## config.mk

```make
export PLATFORM = sky130hd
export DESIGN_NAME = hub75_fb_loader
export DESIGN_NICKNAME = d
export VERILOG_FILES = /design/src/rtl/hub75_fb_loader.sv
export SDC_FILE = /design/constraint.sdc
export NUM_CORES = 1
export LEC_CHECK = 0
export BUFFER_PORTS_ARGS = -buffer_cell sky130_fd_sc_hd__buf_4
export CAP_MARGIN = 0
export CELL_PAD_IN_SITES_DETAIL_PLACEMENT = 0
export CELL_PAD_IN_SITES_GLOBAL_PLACEMENT = 1
export CORE_ASPECT_RATIO = 0.6
export CORE_UTILIZATION = 30
export CTS_CLUSTER_DIAMETER = 60
export CTS_CLUSTER_SIZE = 25
export DETAILED_ROUTE_END_ITERATION = 16
export PLACE_DENSITY_LB_ADDON = 0.1
export REMOVE_ABC_BUFFERS = 1
export SETUP_SLACK_MARGIN = 0.4
export SLEW_MARGIN = 20
export SYNTH_ARGS = -nofsm -noshare
export SYNTH_HDL_FRONTEND = slang
export SYNTH_SLANG_ARGS = --single-unit
export TNS_END_PERCENT = 100
```

## constraint.sdc

```tcl
create_clock -name clk -period 2.2 [get_ports clk]
set_input_delay 0.55 -clock clk [delete_from_list [all_inputs] [get_ports clk]]
set_output_delay 0.55 -clock clk [all_outputs]
set_load 0.05 [all_outputs]
```

## src/rtl/hub75_fb_loader.sv

```systemverilog
// Raster pixel stream to HUB75 frame buffer write-in port: fills the line buffer,
// commits each line with swap/store, and flips the frame after the last line.
module hub75_fb_loader #(
  parameter int N_BANKS     = 2,
  parameter int N_ROWS      = 32,
  parameter int N_COLS      = 64,
  parameter int BITDEPTH    = 24,
  parameter int LOG_N_BANKS = $clog2(N_BANKS),
  parameter int LOG_N_ROWS  = $clog2(N_ROWS),
  parameter int LOG_N_COLS  = $clog2(N_COLS)
) (
  input  logic                   clk,
  input  logic                   rst_n,
  input  logic [BITDEPTH-1:0]    in_data,
  input  logic                   in_valid,
  input  logic                   in_last,
  output logic                   in_ready,
  output logic [LOG_N_BANKS-1:0] wr_bank_addr,
  output logic [LOG_N_ROWS-1:0]  wr_row_addr,
  output logic                   wr_row_store,
  input  logic                   wr_row_rdy,
  output logic                   wr_row_swap,
  output logic [BITDEPTH-1:0]    wr_data,
  output logic [LOG_N_COLS-1:0]  wr_col_addr,
  output logic                   wr_en,
  output logic                   frame_swap,
  output logic                   err,
  input  logic                   err_clr
);

  localparam int LW = LOG_N_BANKS + LOG_N_ROWS;
  localparam logic [LW-1:0]         LAST_LINE = LW'(N_BANKS * N_ROWS - 1);
  localparam logic [LOG_N_COLS-1:0] LAST_COL  = LOG_N_COLS'(N_COLS - 1);

  localparam logic [2:0] S_FILL     = 3'd0;
  localparam logic [2:0] S_WAIT_RDY = 3'd1;
  localparam logic [2:0] S_STORE    = 3'd2;
  localparam logic [2:0] S_FLUSH    = 3'd3;
  localparam logic [2:0] S_SWAP     = 3'd4;

  logic [2:0]            state;
  logic [LOG_N_COLS-1:0] col;
  logic [LW-1:0]         line;   // {bank, row}
  logic                  run;    // keeps in_ready low while in reset
  logic                  flush_first;

  logic accept, last_pix, early_last, missing_last, err_set;

  assign in_ready     = run && (state == S_FILL);
  assign wr_row_swap  = (state == S_STORE);
  assign wr_row_store = (state == S_STORE);
  assign frame_swap   = (state == S_SWAP);

  assign accept       = in_valid && in_ready;
  assign last_pix     = (line == LAST_LINE) && (col == LAST_COL);
  assign early_last   = accept && in_last && !last_pix;
  assign missing_last = accept && !in_last && last_pix;
  assign err_set      = early_last || missing_last;

  always_ff @(posedge clk or negedge rst_n) begin
    if (!rst_n) begin
      state        <= S_FILL;
      col          <= '0;
      line         <= '0;
      run          <= 1'b0;
      flush_first  <= 1'b0;
      wr_en        <= 1'b0;
      wr_data      <= '0;
      wr_col_addr  <= '0;
      wr_bank_addr <= '0;
      wr_row_addr  <= '0;
      err          <= 1'b0;
    end else begin
      run   <= 1'b1;
      wr_en <= 1'b0;
      err   <= (err && !err_clr) || err_set;
      case (state)
        S_FILL: begin
          if (accept) begin
            wr_en       <= 1'b1;
            wr_data     <= in_data;
            wr_col_addr <= col;
            // A premature in_last drops the partial line and restarts the frame.
            if (early_last) begin
              col  <= '0;
              line <= '0;
            end else if (col == LAST_COL) begin
              state <= S_WAIT_RDY;
            end else begin
              col <= col + LOG_N_COLS'(1);
            end
          end
        end
        S_WAIT_RDY: begin
          if (wr_row_rdy) begin
            state        <= S_STORE;
            wr_bank_addr <= line[LW-1:LOG_N_ROWS];
            wr_row_addr  <= line[LOG_N_ROWS-1:0];
          end
        end
        S_STORE: begin
          col  <= '0;
          line <= line + LW'(1);
          if (line == LAST_LINE) begin
            state       <= S_FLUSH;
            flush_first <= 1'b1;
          end else begin
            state <= S_FILL;
          end
        end
        S_FLUSH: begin
          // rdy may still reflect the pre-store state on the first cycle
          flush_first <= 1'b0;
          if (!flush_first && wr_row_rdy) state <= S_SWAP;
        end
        S_SWAP: begin
          line  <= '0;
          state <= S_FILL;
        end
        default: state <= S_FILL;
      endcase
    end
  end

endmodule

```

; Yosys cells after proc, flatten, opt, wreduce, memory -nomap -nowiden
; Index checks and enable logic that the tools add are counted.
[totals]
regBits = 55
in_bits = 30
output_inout_bits = 42
[classes]
add_sub_neg = 2
eq_ne = 14
n_mux = 18
n_reduce_logical = 25
[ops]
columns = cell, n
row1 = 6-bit 2-to-1 mux, 5
row2 = 6-bit one-hot mux with 3 select lines, 1
row3 = 3-bit 2-to-1 mux, 5
row4 = 6-bit by 1-bit adder with 6-bit output (second input constant), 2
row5 = 6-bit equality test (second input constant), 2
row6 = 3-bit one-hot mux with 4 select lines, 1
row7 = 6-bit one-hot mux with 2 select lines, 1
row8 = 2-bit != test (second input constant), 5
row9 = 1-bit logical AND, 9
row10 = 3-bit by 2-bit equality test with 1-bit output (second input constant), 2
row11 = 2-bit AND reduction, 3
row12 = 3-bit AND reduction, 2
row13 = 5-bit AND reduction, 1
row14 = 1-bit zero test, 4
row15 = 2-bit by 1-bit != test with 1-bit output (second input constant), 2
row16 = 2-bit nonzero test, 2
row17 = 3-bit by 1-bit equality test with 1-bit output (second input constant), 1
row18 = 3-bit equality test (second input constant), 1
row19 = 3-bit zero test, 1
row20 = 1-bit 2-to-1 mux, 3
row21 = 3-bit != test (second input constant), 1
row22 = 3-bit nonzero test, 1
row23 = 1-bit logical OR, 2
row24 = 2-bit 2-to-1 mux, 1
row25 = 1-bit one-hot mux with 2 select lines, 1

; Depth between registers and ports, before layout
; Gate-level depths: netlist of the first run.
[depth]
ltp_word = 8
depth_mapped = 7

; Worst setup path before layout of the first run
; Ideal clock, no wire load.
[synth_timing]
path_kind = register -> output
from = register state[2]
to = output frame_swap
arrival_ns = 1.799
slack_ns = -0.149
path_stages_with_launch = 4
path_cell_list = dfrtp_1 buf_2 inv_1 nor3_1
[synth_via]
elab_chain_len = 1
[synth_lines]
columns = item, line_no
row1 = "start, declared", 41  ; logic [2:0] state;
row2 = "start signal, assigned", 62  ; state <= S_FILL;
row3 = "start signal, assigned", 88  ; state <= S_WAIT_RDY;
row4 = "start signal, assigned", 96  ; state <= S_STORE;
row5 = 3-bit equality test, 52  ; assign frame_swap = (state == S_SWAP);
row6 = "end, declared", 26  ; output logic frame_swap,
; No other way between the ends.

; Final worst setup path of the first run
[layout_timing]
from = register state[0]
to = output wr_row_store
[layout_via]
elab_chain_len = 1
[layout_lines]
columns = item, line_no
row1 = 3-bit by 2-bit equality test with 1-bit output, 51  ; assign wr_row_store = (state == S_STORE);
row2 = "end, declared", 20  ; output logic wr_row_store,
; No other way between the ends.

==> impl_summary.txt, run 1 <==
----------------------------------------------------
[Placement]
  HPWL after detailed placement ... 4060 µm
  Number of port buffers ... 71
  Final weighted congestion of routability-driven global placement ... 0.793
  Minimum setup slack after placement ... 0.221 ns
  Cell area after placement ... 3150 µm²

[Clocking]
  Clk_lat worst skew ... 0.29 ns
  Clock buffers created by TritonCTS ... 5
  Largest buffer count on any clock path ... 2
  Sink count of the clock tree ... 55
  Maximum level of the CTS H-tree ... 2
  Clock-pin slew on the worst setup and hold paths ... 0.07 ns
  Quantity of hold-fixing buffers added after cts ... 0
  CTS root buf ... sky130_fd_sc_hd__clkbuf_16
  Clock tree from TritonCTS ... done

[Synth]
  Most instantiated flip-flop cell in the synthesis netlist ... sky130_fd_sc_hd__dfrtp_1
  Synth Area in Simple Gates ... 11.9%
  Top cell type's share of synthesized area ... 56.1%
  Unique cell type count in the Yosys netlist ... 41
  EDFF count, synth ... 0
  Syn. warnings ... 0
  Avg Inst Size Synth ... 11.9 µm²
  Sequential area share after synthesis ... 56.1%
  Xor and xnor area share after synthesis ... 0.357%
  Cell with the most instances after synthesis ... sky130_fd_sc_hd__dfrtp_1
  Number of register bits inferred by synthesis ... 55
  Leading area contributor after synthesis ... sky130_fd_sc_hd__dfrtp_1
  Post-Synthesis Cells ... 206
  Mux contribution to synthesized area ... 15.1%
  Combined area of all synthesized cells ... 2450 µm²
  Top post-synthesis cells by count ... sky130_fd_sc_hd__dfrtp_1, sky130_fd_sc_hd__mux2_2, sky130_fd_sc_hd__nand2_1
  Compound-cell area share of the yosys netlist ... 11.3%
  Largest family of logic cells by synthesized area ... multiplexers
  Synth area leaders ... sky130_fd_sc_hd__dfrtp_1, sky130_fd_sc_hd__mux2_2, sky130_fd_sc_hd__nand2_1
  Async S/R FF share, synth ... 100%
  Fraction of the mapped netlist area in adder cells ... 1.02%

[Power]
  PwrDens ... 905 nW/µm²
  Worst ir drop on vdd ... 0.000349 V
  Leakage ... 1.65 nW

[Critical path]
  CP arrival ... 1.38 ns
  Biggest fanout along the worst timing path ... 4
  Kind of start point of the critical path ... flop
  Class of the most critical setup path ... reg2out
  Cell type of the slowest stage on the worst timing path ... sky130_fd_sc_hd__dfrtp_2
  Buffer and inverter count on the worst path ... 2
  Cells along the critical path ... or3b_4, inv_4, buf_8
  Kind of end point of the critical path ... primary output
  Slowest Stage Delay on Critical Path ... 0.44 ns
  Kind of cell adding the most delay to the critical path ... flip-flops
  Data required time at the worst endpoint ... 1.65 ns

[Floorplan]
  FP Rows ... 25
  Initial Util ... 31.1%
  Core footprint ... 7880 µm²
  DIE HEIGHT ... 72.0 µm
  Horiz. Die Dim ... 119 µm
  Floorplan die area ... 8550 µm²
  IO Pins ... 72

[STA]
  Period utilization ... 87.9%
  PnR worst setup slack ... 0.266 ns
  Achievable Freq ... 0.517 GHz
  Worst setup skew after layout ... 0.00592 ns
  Number of failing hold endpoints at the final stage ... 0
  RSZ-0062 raised after global routing ... yes
  Clock period minus worst slack ... 1.93 ns
  Final setup fails ... 0
  Number of max-slew violations in the final report ... 0

[Min path]
  Class of the tightest hold or removal check ... in2async

[Cells and area]
  Ratio of cells with drive above 1 in the final layout ... 50.8%
  Area Overhead vs Synth ... 43.8%
  Antenna cells ... 0
  Final non-filler cell area ... 3530 µm²
  NumNets Final ... 326

[GRT]
  Antenna violations before repair ... 0
  Overflow left after global routing ... 0
  Maximum number of pins on one net before global-route repair ... 56
  Global-route wire length before repair ... 9760 µm
  GRT Total Usage ... 14.5%
  Via count of the first global-routing pass ... 1962

[Route]
  Final wirelength ... 5860 µm
  Ratio of routed vias to standard cells ... 4.66
  Number of antenna-violating nets in the routed design ... 0
  Count of routing violations after the opening detailed-route iteration ... 66
  Average wire per cell in the routed design ... 14.5 µm
  Total iterations of the first detailed-routing run ... 4
  Overall via count from detail_route ... 1876
  Remaining routing DRC violations ... 0

[Run status]
  Status ... completed

[Run]
  Maximum Capacitance Violations ... 0

----------------------------------------------------
cells in the final DEF (no fill, tap or decap), types with 2 or more instances in the layout:
cell	count
sky130_fd_sc_hd__nand2_1	16
sky130_fd_sc_hd__mux2i_1	2
sky130_fd_sc_hd__dfrtp_1	51
sky130_fd_sc_hd__buf_6	3
sky130_fd_sc_hd__clkbuf_16	5
sky130_fd_sc_hd__nor2_1	8
sky130_fd_sc_hd__o21ai_1	2
sky130_fd_sc_hd__nand3_4	2
sky130_fd_sc_hd__mux2_2	31
sky130_fd_sc_hd__o22ai_1	2
sky130_fd_sc_hd__or3_1	3
sky130_fd_sc_hd__inv_1	13
sky130_fd_sc_hd__nor4_1	2
sky130_fd_sc_hd__a21oi_1	9
sky130_fd_sc_hd__o211ai_1	3
sky130_fd_sc_hd__buf_8	3
sky130_fd_sc_hd__o21ai_0	7
sky130_fd_sc_hd__nand3_1	3
sky130_fd_sc_hd__nand2b_1	2
sky130_fd_sc_hd__buf_4	83
sky130_fd_sc_hd__dfrtp_2	4
sky130_fd_sc_hd__o221ai_1	5
sky130_fd_sc_hd__clkbuf_8	2
sky130_fd_sc_hd__nor3_1	3
routing by layer:
metal,routed length [µm],GRT usage [%],up-vias
li1,-,-,920
met1,3090,21.8,911
met2,2380,20.4,43
met3,371,4.25,2
met4,23,2.95,0
met5,0,0,-
layout make-up:
| class | count | area [µm²] |
|---|---|---|
| Inverter | 14 | 55.1 |
| Multi-Input combinational cell | 128 | 1070 |
| Clock inverter | 1 | 7.51 |
| Timing Repair Buffer | 90 | 722 |
| Clock buffer | 7 | 153 |
| Sequential cell | 55 | 1380 |
| Tap cell | 108 | 135 |
| Fill cell | 774 | 4360 |
sequential cells by signal (all words and copies together) (netlist names):
signal	cells
wr_data	24
col	6
line	6
wr_col_addr	6
wr_row_addr	5
state	3
err	1
flush_first	1
run	1
wr_bank_addr	1
wr_en	1
worst paths after layout:
path / to / start / depth (start not counted) / slack [ns]
setup / recovery: wr_row_store / state[0] / 3 / 0.27
hold / removal: wr_row_addr[4] / rst_n / 2 / 0.23
setup reg to reg: col[2] / state[1] / 5 / 0.38
hold reg to reg: wr_col_addr[2] / wr_col_addr[2] / 2 / 0.48
max in group asynchronous: state[0] / rst_n / 2 / 1.71
min in group clk: err / err_clr / 2 / 0.43
where the power goes:
| part | switching (mW) | leakage [nW] | total (mW) | internal [mW] |
|---|---|---|---|---|
| clock | 0.350 | 0.0761 | 0.835 | 0.485 |
| sequential | 0.129 | 0.664 | 1.30 | 1.17 |
| combinational | 0.674 | 0.915 | 1.06 | 0.384 |
kinds of logic (layout without fill, tap and decap cells):
group / count (synthesis) / after routing
mux: 33 / 33
flops: 55 / 55
fa+ha+maj: 2 / 2
buf+inv: 23 / 112
xor+xnor: 1 / 1
other cells: 1 / 1
compound gates: 39 / 39
simple gates: 52 / 52
timing repair:
item	4_1_cts	5_1_grt
endpoints found under the setup margin	37	18
cloned	0	0
pin swaps	8	3
gates resized for setup	26	9
buffers inserted	10	1
through the flow:
step	util (%)	hold WS [ns]	instances	total power [mW]	TNS [ns]
6_report	44.7	0.226	403	3.19	0
5_1_grt	44.7	0.256	403	3.34	0
4_1_cts	44.0	0.244	402	3.18	0
3_5_place_dp	39.9	0.473	384	2.31	0
3_3_place_gp	39.9	0.467	384	2.31	0
2_1_floorplan	-	0.254	197	1.96	-19.24
Note: power is estimated with default switching activity, not from simulation.
==> run 2, diff against run 1 <==
--- a/config.mk
+++ b/config.mk
@@ -7,7 +7,7 @@
 export LEC_CHECK = 0
 export BUFFER_PORTS_ARGS = -buffer_cell sky130_fd_sc_hd__buf_4
 export CAP_MARGIN = 0
-export CELL_PAD_IN_SITES_DETAIL_PLACEMENT = 0
+export CELL_PAD_IN_SITES_DETAIL_PLACEMENT = 1
 export CELL_PAD_IN_SITES_GLOBAL_PLACEMENT = 1
 export CORE_ASPECT_RATIO = 0.6
 export CORE_UTILIZATION = 30
@@ -15,6 +15,7 @@
 export CTS_CLUSTER_SIZE = 25
 export DETAILED_ROUTE_END_ITERATION = 16
 export PLACE_DENSITY_LB_ADDON = 0.1
+export RECOVER_POWER = 25
 export REMOVE_ABC_BUFFERS = 1
 export SETUP_SLACK_MARGIN = 0.4
 export SLEW_MARGIN = 20
==> impl_summary.txt, run 2 (synthesized netlist as in run 1, its figures left out) <==
----------------------------------------------------
[Cells and area]
  Most common cell after layout, fill and taps aside ... sky130_fd_sc_hd__buf_4
  Largest Register ... wr_data
  Area Overhead vs Synth ... 47.6%
  NumNets Final ... 332 (+1.8%)
  Final non-filler cell area ... 3620 µm² (+2.6%)
  Post-layout utilization of the core ... 45.9% (+1.2 points)
  Fillcell total ... 867 (+12%)
  Layout Cells excl Fill ... 409 (+1.5%)
  Max reg flops ... 24 (unchanged)
  Commonest non-fill, non-tap cells in the layout ... sky130_fd_sc_hd__buf_4, sky130_fd_sc_hd__dfrtp_1, sky130_fd_sc_hd__mux2_2, sky130_fd_sc_hd__nand2_1, sky130_fd_sc_hd__inv_1
  Antenna cells ... 0 (unchanged)
  Ratio of cells with drive above 1 in the final layout ... 55.1% (+4.3 points)
  Area occupied by multi-input gates ... 1120 µm² (+4.2%)
  FF/Latch Area ... 1380 µm² (unchanged)

[Floorplan]
  IO Pins ... 72 (unchanged)
  FP Rows ... 25 (unchanged)
  Core footprint ... 7880 µm² (unchanged)
  Initial Util ... 31.1% (unchanged)
  Horiz. Die Dim ... 119 µm (unchanged)
  Floorplan die area ... 8550 µm² (unchanged)
  DIE HEIGHT ... 72.0 µm (unchanged)

[Power]
  Clock network fraction of total power ... 24.8% (-1.4 points)
  Leakage ... 1.69 nW (+2.2%)
  Post-route total power ... 3.14 mW (-1.8%)
  Register share of total power ... 41.3% (+0.6 points)
  PwrDens ... 867 nW/µm² (-4.2%)
  Net Switching ... 1.17 mW (+1.6%)
  Switching Fraction ... 37.4% (+1.2 points)
  Worst ir drop on vdd ... 0.000384 V (+10%)
  Internal power ... 1.96 mW (-3.7%)
  Gate power share ... 33.8% (+0.7 points)

[Clocking]
  Sink count of the clock tree ... 55 (unchanged)
  Maximum level of the CTS H-tree ... 2 (unchanged)
  Clk_lat worst skew ... 0.29 ns (about the same)
  Largest buffer count on any clock path ... 2 (unchanged)
  Quantity of hold-fixing buffers added after cts ... 0 (unchanged)
  Clock tree from TritonCTS ... done
  Clock-pin slew on the worst setup and hold paths ... 0.07 ns (about the same)
  CTS root buf ... sky130_fd_sc_hd__clkbuf_16
  Clock buffers created by TritonCTS ... 5 (unchanged)

[STA]
  Clock period minus worst slack ... 1.94 ns (+0.00508 ns)
  Total Neg Setup Slack ... 0 ns (unchanged)
  Final setup fails ... 0 (unchanged)
  Number of max-slew violations in the final report ... 0 (unchanged)
  Period utilization ... 88.2% (+0.23 points)
  Relative max-transition margin ... 7.81%
  RSZ-0062 raised after global routing ... yes
  PnR worst setup slack ... 0.261 ns (-0.00508 ns)
  Achievable Freq ... 0.516 GHz (-0.26%)
  Slew at the pin with the worst max-slew slack ... 1.38 ns
  Worst setup skew after layout ... 0.00714 ns (+0.00123 ns)
  Worst hold slack ... 0.429 ns (+0.203 ns)
  Number of failing hold endpoints at the final stage ... 0 (unchanged)

[Placement]
  Cell area after placement ... 3150 µm² (unchanged)
  Placed cell count ... 384 (unchanged)
  HPWL after detailed placement ... 4450 µm (+9.7%)
  Minimum setup slack after placement ... 0.195 ns (-0.0259 ns)
  Final weighted congestion of routability-driven global placement ... 0.793 (unchanged)
  Number of port buffers ... 71 (unchanged)

[Critical path]
  Cells along the critical path ... or3b_4, inv_4, buf_8
  Class of the most critical setup path ... reg2out
  CP arrival ... 1.39 ns (about the same)
  Biggest fanout along the worst timing path ... 4 (unchanged)
  Data required time at the worst endpoint ... 1.65 ns (about the same)
  Kind of start point of the critical path ... flop
  Kind of end point of the critical path ... primary output
  Reg2Reg Depth ... 8 (+3)
  Cell type of the slowest stage on the worst timing path ... sky130_fd_sc_hd__dfrtp_2
  Slowest Stage Delay on Critical Path ... 0.44 ns (about the same)

[Route]
  Total iterations of the first detailed-routing run ... 4 (unchanged)
  Overall via count from detail_route ... 1968 (+4.9%)
  Average wire per cell in the routed design ... 16.6 µm (+14%)
  Number of antenna-violating nets in the routed design ... 0 (unchanged)
  Final wirelength ... 6780 µm (+16%)
  Count of routing violations after the opening detailed-route iteration ... 102 (+55%)
  Ratio of routed vias to standard cells ... 4.81 (+3.4%)
  Remaining routing DRC violations ... 0 (unchanged)

[GRT]
  Global-route wire length before repair ... 10500 µm (+7.6%)
  Via count of the first global-routing pass ... 1992 (+1.5%)
  Overflow left after global routing ... 0 (unchanged)
  GRT Total Usage ... 15.9% (+1.5 points)
  Maximum number of pins on one net before global-route repair ... 56 (unchanged)
  Antenna violations before repair ... 0 (unchanged)

[Min path]
  Hold depth ... 2
  Class of the tightest hold or removal check ... in2reg

[Run status]
  Status ... completed

[Run]
  Maximum Capacitance Violations ... 0 (unchanged)

----------------------------------------------------
[run 2: cell types whose count changed in the layout (fill, tap and decap cells not counted), moves of 2 or more]
cell / change
sky130_fd_sc_hd__clkbuf_8: -2
sky130_fd_sc_hd__o221ai_1: -2
sky130_fd_sc_hd__nor3_2: +2
sky130_fd_sc_hd__buf_4: -2
sky130_fd_sc_hd__nor3_1: -2
sky130_fd_sc_hd__buf_6: +7
sky130_fd_sc_hd__o221ai_2: +2
[run 2: worst max-delay path: cells and delay by family, from the launching register on]
kind / cells / cell delay (ns)
flip-flops: 1 / 0.44
AND/OR/NAND/NOR: 1 / 0.43
buffers and inverters: 2 / 0.22
[run 2: area by class of cell]
type | instances | share of cell area, %
Clock buffer | 6 | 3.56
Clock inverter | 2 | 0.346
Inverter | 14 | 1.63
Multi-Input combinational cell | 128 | 30.9
Sequential cell | 55 | 38.2
Tap cell | 108 | 3.73
Timing Repair Buffer | 96 | 21.6
[run 2: what timing repair did]
action / CTS / global route
gates cloned: 0 / 0
setup buffers: 11 / 6
pin swaps: 5 / 9
endpoints found under the setup margin: 37 / 45
resized for setup: 24 / 32
[run 2: worst paths after layout]
path	end	slack [ns]	start
worst min register to register	wr_col_addr[3]	0.49	wr_col_addr[3]
worst max register to register	col[1]	0.37	state[0]
worst max-delay path	wr_row_swap	0.26	state[0]
min in group asynchronous	wr_row_addr[4]	0.68	rst_n
worst min-delay path	err	0.43	err_clr
max in group asynchronous	state[0]	0.59	rst_n
[run 2: power by group through the flow]
| stage | sequential, mW | clock, mW | combinational [mW] |
|---|---|---|---|
| final | 1.30 | 0.778 | 1.06 |
| after global routing | 1.32 | 0.842 | 1.13 |
| after CTS | 1.29 | 0.807 | 1.03 |
| after detailed placement | 1.31 | 0 | 1.02 |
| after global placement | 1.30 | 0 | 1.01 |
| after floorplan | 1.69 | 0 | 0.266 |
[run 2: metal layers]
metal	GRT usage [%]	vias to the layer above	part of all wire (%)
met3	5.42	9	6.0
met5	0	-	0
li1	-	927	-
met2	22.5	46	44
met1	22.7	986	48
met4	5.34	0	1.8
==> run 3, diff against run 2 <==
--- a/config.mk
+++ b/config.mk
@@ -14,7 +14,7 @@
 export CTS_CLUSTER_DIAMETER = 60
 export CTS_CLUSTER_SIZE = 25
 export DETAILED_ROUTE_END_ITERATION = 16
-export PLACE_DENSITY_LB_ADDON = 0.1
+export PLACE_DENSITY = 0.58
 export RECOVER_POWER = 25
 export REMOVE_ABC_BUFFERS = 1
 export SETUP_SLACK_MARGIN = 0.4
==> impl_summary.txt, run 3 (synthesized netlist as in run 1, its figures left out) <==
----------------------------------------------------
[Run status]
  Status ... completed

[Critical path]
  Crit Reg-Reg Endpoint ... col[2]
  Cells along the critical path ... or3b_4, inv_4, buf_8
  FF-to-FF setup slack ... 0.37 ns (about the same)
  Kind of cell adding the most delay to the critical path ... flip-flops
  R2r startpoint ... state[2]
  Biggest fanout along the worst timing path ... 4 (unchanged)
  Slowest Stage Delay on Critical Path ... 0.44 ns (about the same)
  Reg2Reg Depth ... 6 (-2)
  Buffer and inverter count on the worst path ... 2 (unchanged)
  Kind of start point of the critical path ... flop
  Data required time at the worst endpoint ... 1.65 ns (about the same)
  Kind of end point of the critical path ... primary output
  CP arrival ... 1.39 ns (about the same)
  Cell type of the slowest stage on the worst timing path ... sky130_fd_sc_hd__dfrtp_2
  Class of the most critical setup path ... reg2out

[Placement]
  Final weighted congestion of routability-driven global placement ... 0.728 (-8.3%)
  Number of port buffers ... 71 (unchanged)
  Placed cell count ... 385 (+0.26%)
  HPWL after detailed placement ... 4380 µm (-1.7%)
  Cell area after placement ... 3140 µm² (-0.16%)

[Route]
  Overall via count from detail_route ... 1930 (-1.9%)
  Count of routing violations after the opening detailed-route iteration ... 62 (-39%)
  Remaining routing DRC violations ... 0 (unchanged)
  Final wirelength ... 6330 µm (-6.7%)
  Total iterations of the first detailed-routing run ... 6 (+2)
  Ratio of routed vias to standard cells ... 4.77 (-0.96%)
  Number of antenna-violating nets in the routed design ... 0 (unchanged)
  Average wire per cell in the routed design ... 15.6 µm (-5.7%)

[Cells and area]
  Ratio of cells with drive above 1 in the final layout ... 52.5% (-2.6 points)
  Antenna cells ... 0 (unchanged)
  Max reg flops ... 24 (unchanged)
  Commonest non-fill, non-tap cells in the layout ... sky130_fd_sc_hd__buf_4, sky130_fd_sc_hd__dfrtp_1, sky130_fd_sc_hd__mux2_2, sky130_fd_sc_hd__nand2_1, sky130_fd_sc_hd__inv_1
  NumNets Final ... 328 (-1.2%)
  Largest Register ... wr_data
  Final non-filler cell area ... 3570 µm² (-1.2%)
  Area Overhead vs Synth ... 45.7%
  Most common cell after layout, fill and taps aside ... sky130_fd_sc_hd__buf_4
  Layout Cells excl Fill ... 405 (-0.98%)
  Fillcell total ... 859 (-0.92%)

[Min path]
  Worst Hold Launch ... err_clr
  Class of the tightest hold or removal check ... in2reg
  Hold EP ... err
  Hold depth ... 2 (unchanged)

[STA]
  Period utilization ... 88.4% (+0.23 points)
  RSZ-0062 raised after global routing ... yes
  Final setup fails ... 0 (unchanged)
  Relative max-transition margin ... 6.07% (-1.7 points)
  Slew at the pin with the worst max-slew slack ... 1.41 ns (+0.0261 ns)
  Number of max-slew violations in the final report ... 0 (unchanged)
  Clock period minus worst slack ... 1.94 ns (+0.00500 ns)
  Worst setup skew after layout ... 0.00815 ns (+0.00100 ns)
  Number of failing hold endpoints at the final stage ... 0 (unchanged)
  Achievable Freq ... 0.514 GHz (-0.26%)

[Clocking]
  Maximum level of the CTS H-tree ... 2 (unchanged)
  Clock tree from TritonCTS ... done
  Sink count of the clock tree ... 55 (unchanged)
  Quantity of hold-fixing buffers added after cts ... 0 (unchanged)
  CTS root buf ... sky130_fd_sc_hd__clkbuf_16
  Clock buffers created by TritonCTS ... 5 (unchanged)
  Largest buffer count on any clock path ... 2 (unchanged)
  Clk_lat worst skew ... 0.29 ns (about the same)
  Clock-pin slew on the worst setup and hold paths ... 0.07 ns (about the same)

[Floorplan]
  IO Pins ... 72 (unchanged)
  FP Rows ... 25 (unchanged)
  Core footprint ... 7880 µm² (unchanged)
  Initial Util ... 31.1% (unchanged)
  DIE HEIGHT ... 72.0 µm (unchanged)
  Horiz. Die Dim ... 119 µm (unchanged)
  Floorplan die area ... 8550 µm² (unchanged)

[GRT]
  GRT Total Usage ... 15.2% (-0.72 points)
  Via count of the first global-routing pass ... 1905 (-4.4%)
  Overflow left after global routing ... 0 (unchanged)
  Antenna violations before repair ... 0 (unchanged)
  Global-route wire length before repair ... 10000 µm (-4.7%)
  Maximum number of pins on one net before global-route repair ... 56 (unchanged)

[Power]
  Worst ir drop on vdd ... 0.000497 V (+29%)
  Leakage ... 1.67 nW (-1.2%)
  PwrDens ... 934 nW/µm² (+7.8%)

[Run]
  Maximum Capacitance Violations ... 0 (unchanged)

----------------------------------------------------
-- run 3: cell count changes in the layout (fill, tap and decap cells not counted), moves of 2 or more --
| cell | before | now |
|---|---|---|
| sky130_fd_sc_hd__buf_4 | 81 | 84 |
| sky130_fd_sc_hd__buf_6 | 10 | 3 |
| sky130_fd_sc_hd__bufinv_16 | 0 | 2 |
| sky130_fd_sc_hd__clkinvlp_4 | 2 | 0 |
| sky130_fd_sc_hd__nor3_1 | 1 | 4 |
| sky130_fd_sc_hd__nor3_2 | 3 | 0 |
-- run 3: layout make-up --
cell class	instances	area [µm²]	area share [%]
well taps	108	135	3.78
repair buffers	92	734	20.6
flip-flops and latches	55	1380	38.7
inverters	14	55.1	1.54
clock inverters	2	60.1	1.68
clock buffers	6	129	3.61
multi-input cells	128	1080	30.2
-- run 3: repair_timing --
| item | CTS | global route |
|---|---|---|
| pin swaps | 5 | 5 |
| setup endpoints to repair | 16 | 48 |
| setup buffers | 10 | 2 |
| gates resized for setup | 25 | 19 |
-- run 3: how the worst max path moves through the flow --
stage | endpoint | start | depth (start not counted) | slack, ns
3_5_place_dp | col[3] | line[0] | 5 | 0.28
6_report | wr_row_swap | state[2] | 3 | 0.26
3_3_place_gp | wr_row_swap | state[1] | 3 | 0.30
5_1_grt | wr_row_swap | state[2] | 3 | 0.22
4_1_cts | wr_row_swap | state[0] | 3 | 0.23
2_1_floorplan | state[0] | state[0] | 4 | -0.74
-- run 3: stage by stage --
step	hold WS [ns]	util [%]	setup WS [ns]	setup TNS (ns)	total power, mW
floorplan	0.254	-	-0.736	-19.24	1.96
global placement	0.465	39.8	0.299	0	2.30
detailed placement	0.476	39.8	0.283	0	2.32
CTS	0.343	44.2	0.233	0	3.37
global route	0.439	45.3	0.215	0	3.49
finish	0.443	45.3	0.256	0	3.34
-- run 3: power breakdown --
group / switching (mW) / internal [mW]
logic: 0.675 / 0.364
registers: 0.118 / 1.17
clock network: 0.358 / 0.653
-- run 3: routing by layer --
| metal | up-vias | global-route usage (%) | wire [µm] |
|---|---|---|---|
| met1 | 940 | 23.1 | 3180 |
| met2 | 61 | 20.1 | 2580 |
| met5 | - | 0 | 0 |
| met3 | 8 | 5.66 | 513 |
| met4 | 0 | 3.38 | 48 |
| li1 | 921 | - | - |
